### src/rtl/chip8_delay_sound_timers.sv
// CHIP-8 delay (DT) and sound (ST) timers.
// Both registers count down on the 60 Hz tick and saturate at zero.
// The CPU loads them through dt_we/st_we (FX15/FX18) and reads DT back (FX07).
// A load always beats a coincident tick, and only that register loses the tick.
// freeze drops ticks; they are not queued.
// Build option: define CHIP8_BEEP_TONE_EN to make beep_out a square wave at
// TONE_HZ while ST != 0, for a passive speaker. Without it, beep_out simply
// follows sound_active, which suits an active buzzer.
module chip8_delay_sound_timers #(
    parameter int unsigned CLOCK_HZ = 12000000,
    parameter int unsigned TONE_HZ  = 440
) (
    input  logic       clk,
    input  logic       rst_n,
    input  logic       timer_60hz_tick,
    input  logic       freeze,
    input  logic       dt_we,
    input  logic       st_we,
    input  logic [7:0] wdata,
    output logic [7:0] dt_value,
    output logic [7:0] st_value,
    output logic       sound_active,
    output logic       beep_out
);

    localparam int unsigned TIMER_W = 8;

    // Zero-valued parameters would make the tone period meaningless.
    if (CLOCK_HZ == 0 || TONE_HZ == 0) begin : g_bad_cfg
        $error("chip8_delay_sound_timers: CLOCK_HZ and TONE_HZ must be non-zero");
    end

    logic [TIMER_W-1:0] r_dt;
    logic [TIMER_W-1:0] r_st;
    logic [TIMER_W-1:0] w_dt_next;
    logic [TIMER_W-1:0] w_st_next;
    logic               w_tick_live;

    // A tick only counts when the timers are not frozen.
    assign w_tick_live = timer_60hz_tick & ~freeze;

    // Next-value selection for both timers: load, else saturating decrement, else hold.
    always_comb begin
        w_dt_next = r_dt;
        w_st_next = r_st;

        if (dt_we) begin
            w_dt_next = wdata;
        end else if (w_tick_live && (r_dt != '0)) begin
            w_dt_next = r_dt - TIMER_W'(1);
        end

        if (st_we) begin
            w_st_next = wdata;
        end else if (w_tick_live && (r_st != '0)) begin
            w_st_next = r_st - TIMER_W'(1);
        end
    end

    // Timer registers; reset clears both immediately.
    always_ff @(posedge clk or negedge rst_n) begin
        if (!rst_n) begin
            r_dt <= '0;
            r_st <= '0;
        end else begin
            r_dt <= w_dt_next;
            r_st <= w_st_next;
        end
    end

    assign dt_value     = r_dt;
    assign st_value     = r_st;
    assign sound_active = (r_st != '0);

`ifdef CHIP8_BEEP_TONE_EN
    localparam int unsigned HALF_RAW = CLOCK_HZ / (2 * TONE_HZ);
    localparam int unsigned HALF     = (HALF_RAW < 1) ? 1 : HALF_RAW;
    localparam int unsigned CNT_W    = 32;
    localparam logic [CNT_W-1:0] CNT_LAST = CNT_W'(HALF - 1);

    logic [CNT_W-1:0] r_tone_cnt;
    logic             r_beep;

    // Half-period counter and square-wave output; idles low when silent.
    always_ff @(posedge clk or negedge rst_n) begin
        if (!rst_n) begin
            r_tone_cnt <= '0;
            r_beep     <= 1'b0;
        end else if (!sound_active) begin
            r_tone_cnt <= '0;
            r_beep     <= 1'b0;
        end else if (r_tone_cnt == CNT_LAST) begin
            r_tone_cnt <= '0;
            r_beep     <= ~r_beep;
        end else begin
            r_tone_cnt <= r_tone_cnt + CNT_W'(1);
        end
    end

    assign beep_out = r_beep;
`else
    // Active buzzer: drive it straight from the sound flag.
    assign beep_out = sound_active;
`endif

endmodule
### config.mk
export PLATFORM = sky130hd
export DESIGN_NAME = chip8_delay_sound_timers
export DESIGN_NICKNAME = d
export VERILOG_FILES = /design/src/rtl/chip8_delay_sound_timers.sv
export SDC_FILE = /design/constraint.sdc
export NUM_CORES = 1
export LEC_CHECK = 0
export BUFFER_PORTS_ARGS = -buffer_cell sky130_fd_sc_hd__clkbuf_2
export CAP_MARGIN = 5
export CELL_PAD_IN_SITES_DETAIL_PLACEMENT = 0
export CELL_PAD_IN_SITES_GLOBAL_PLACEMENT = 2
export CORE_MARGIN = 10
export CORE_UTILIZATION = 31
export DETAILED_ROUTE_END_ITERATION = 8
export PLACE_DENSITY_LB_ADDON = 0.2
export SLEW_MARGIN = 20
export SYNTH_ARGS = -nofsm -noshare
export SYNTH_HDL_FRONTEND = slang
export SYNTH_SLANG_ARGS = --single-unit
### constraint.sdc
create_clock -name clk -period 5.1 [get_ports clk]
set_input_delay 1.02 -clock clk [delete_from_list [all_inputs] [get_ports clk]]
set_output_delay 1.02 -clock clk [all_outputs]
set_load 0.02 [all_outputs]
==> flow_metrics.env <==
export IMPL_status="finished clean"
export IMPL_syn_cell_area_um2=1023
export IMPL_grt_max_degree=17
export IMPL_worst_path_max_fanout=6
export IMPL_tightestPinTransition_ps=838.1
export IMPL_final_area_um2=1234
export IMPL_cts_setup_buffers=0
export IMPL_routed_wl_mm=2.834
export IMPL_synthTopCellsByArea="dfrtp_1 (39%), mux2_2 (6.6%), ha_1 (4.9%)"
export IMPL_root_buffer="clkbuf_4"
export IMPL_r2r_end="dt_value[1]$_DFFE_PN0P_"
export IMPL_period_share_pct=58.13
export IMPL_dieWidth_um=77.46
export IMPL_hold_buffers=0
export IMPL_r2r_cells=6
export IMPL_rrSetupSlack_ps=2960
export IMPL_cap_violations=0
export IMPL_drive_gt1_share_pct=31.65
export IMPL_cts_max_path_buffers=2
export IMPL_grt_pass1_wl_mm=4.657
export IMPL_power_internal_mw=0.2089
export IMPL_ys_types=33
export IMPL_drt_iter0_drc=53
export IMPL_pwr_share_seq_pct=48.6
export IMPL_r2r_start="dt_value[0]$_DFFE_PN0P_"
export IMPL_grt_pass1_vias=949
export IMPL_setup_viol=0
export IMPL_rsz0062_at_grt="no"
export IMPL_via_per_inst=5.202
export IMPL_syn_nets=128
export IMPL_rows=20
export IMPL_cts_made_buffers=3
export IMPL_clk_latency_ps=290
export IMPL_period_minus_slack_ps=2965
export IMPL_hold_violations=0
export IMPL_required_ps=4080
export IMPL_crit_arrival_ps=1940
export IMPL_start_util_pct=32.98
export IMPL_startpoint="st_value[0]$_DFFE_PN0P_"
export IMPL_clkTransAtPathRegs_ps=100
export IMPL_startpoint_type="register"
export IMPL_power_leakage_nw=0.5454
export IMPL_synth_cells=110
export IMPL_slew_headroom_pct=43.34
export IMPL_skew_ps=0.4316
export IMPL_overflow=0
export IMPL_synth_seq_cells=16
export IMPL_core_area_um2=3103
export IMPL_power_frac_comb_pct=30.4
export IMPL_port_buffers=31
export IMPL_ys_flop_type="dfrtp_1"
export IMPL_syn_to_final_growth_pct=20.54
export IMPL_dp_hpwl_mm=2.251
export IMPL_drcViolationCount=0
export IMPL_crit_path_end_kind="output pin"
export IMPL_drv_slew=0
export IMPL_via_count=952
export IMPL_cts_tree="done"
export IMPL_switchingPower_mw=0.1220
export IMPL_die_h_um=77.46
export IMPL_synth_top_area_share_pct=39.12
export IMPL_cts_resized=0
export IMPL_diodes=0
export IMPL_yosysWarnings=0
export IMPL_grt_usage_pct=9.387
export IMPL_synth_edf_count=0
export IMPL_setup_worst_path_end="sound_active"
export IMPL_nNetsFinal=159
export IMPL_htreeDepth=1
export IMPL_placed_area_um2=1211
export IMPL_synth_commonest_cells="dfrtp_1 (16), nand2_1 (11), o21ai_0 (10)"
export IMPL_setup_tns_ps=0
export IMPL_yosysTopAreaCell="dfrtp_1"
export IMPL_critical_path_class="register to output pin"
export IMPL_avgSynthCellArea_um2=9.304
export IMPL_async_flop_share_pct=100.0
export IMPL_synth_most_common_cell="dfrtp_1"
export IMPL_num_io_pins=32
export IMPL_ir_worst_vdd_mv=0.09642
export IMPL_first_pass_iters=4
export IMPL_p_per_area_nw_per_um2=268.2
export IMPL_seq_area_frac_synth_pct=39.12
export IMPL_p_clk_share_pct=21.1
export IMPL_antenna_found_initial=0
export IMPL_holdCritPathClass="register to register"
export IMPL_avgRoutedWirePerCell_um=15.49
export IMPL_detail_route_antenna_nets=0
export IMPL_numClockSinks=16
export IMPL_final_cells=183
export IMPL_dp_cells=180
export IMPL_gp_congestion=0.7138
export IMPL_dieArea_um2=6000
export IMPL_max_freq_mhz=337.3
export IMPL_sw_frac_of_total_pct=36.88
## cell families after synthesis
| kind of cell | Yosys count | share of synthesized area, % |
|---|---|---|
| DFF | 16 | 39.12 |
| muxes | 8 | 8.557 |
| xor gates and xnor gates | 5 | 4.279 |
| AOI/OAI and AO/OA | 27 | 16.38 |
| adders and majority gates | 4 | 4.890 |
| buffers and inverters | 13 | 5.134 |
| and+or+nand+nor | 37 | 21.64 |
## critical path, cell delays in order, from the launching register on
cell and delay, ps:
dfrtp_1 430, inv_1 90, ha_1 170, nor3b_1 610
nand2_1 150, clkbuf_2 200
## how the worst min path moves through the flow
stage	end	startpoint	cells past startpoint
2_1_floorplan	dt_value[1]$_DFFE_PN0P_	dt_value[1]$_DFFE_PN0P_	2
3_3_place_gp	dt_value[3]$_DFFE_PN0P_	dt_value[3]$_DFFE_PN0P_	2
3_5_place_dp	dt_value[3]$_DFFE_PN0P_	dt_value[3]$_DFFE_PN0P_	2
4_1_cts	dt_value[3]$_DFFE_PN0P_	dt_value[3]$_DFFE_PN0P_	2
5_1_grt	dt_value[1]$_DFFE_PN0P_	dt_value[1]$_DFFE_PN0P_	2
6_report	dt_value[1]$_DFFE_PN0P_	dt_value[1]$_DFFE_PN0P_	2
## layer usage
layer	track usage [%]	up-vias	wire (µm)
met5	0	-	0
met4	2.737	0	14
met3	2.995	2	183
met2	13.96	33	1228
met1	12.60	458	1407
li1	-	459	-
## sequential cells by signal, indices dropped and copies added, names as in the netlist
name and flops:
st_value 8, dt_value 8
## power by group through the flow
stage               clock network (mW)  logic [mW]  registers (mW)
floorplan                            0      0.0503           0.176
global placement                     0       0.101           0.163
detailed placement                   0       0.102           0.163
CTS                             0.0715       0.102           0.161
global route                    0.0777       0.113           0.164
finish                          0.0697       0.100           0.161
## layout by cell type, fill, tap and decap left out, types with 5 or more instances in the layout
cell type,count
o21ai_0,10
mux2_2,6
inv_1,8
clkbuf_2,31
dfrtp_1,16
nor2_1,6
nand2_1,11
nor4_1,5
xnor2_1,5
a21oi_1,6
## metrics by stage
stage	util (%)	setup WS, ps	total power [mW]	hold WS (ps)
detailed placement	39.03	2438	0.2648	617.8
finish	39.76	2135	0.3309	631.3
CTS	39.76	2164	0.3344	638.1
floorplan	-	2421	0.2262	688.8
global route	39.76	1994	0.3546	660.5
global placement	39.03	2500	0.2642	603.4
## cell type report
type / count / area, µm²
Multi-Input combinational cell: 81 / 570.5
Inverter: 8 / 30.03
Sequential cell: 16 / 400.4
Timing Repair Buffer: 31 / 155.1
Fill cell: 364 / 1869
Clock buffer: 3 / 22.52
Tap cell: 44 / 55.05
Note: power is estimated with default switching activity, not from simulation.
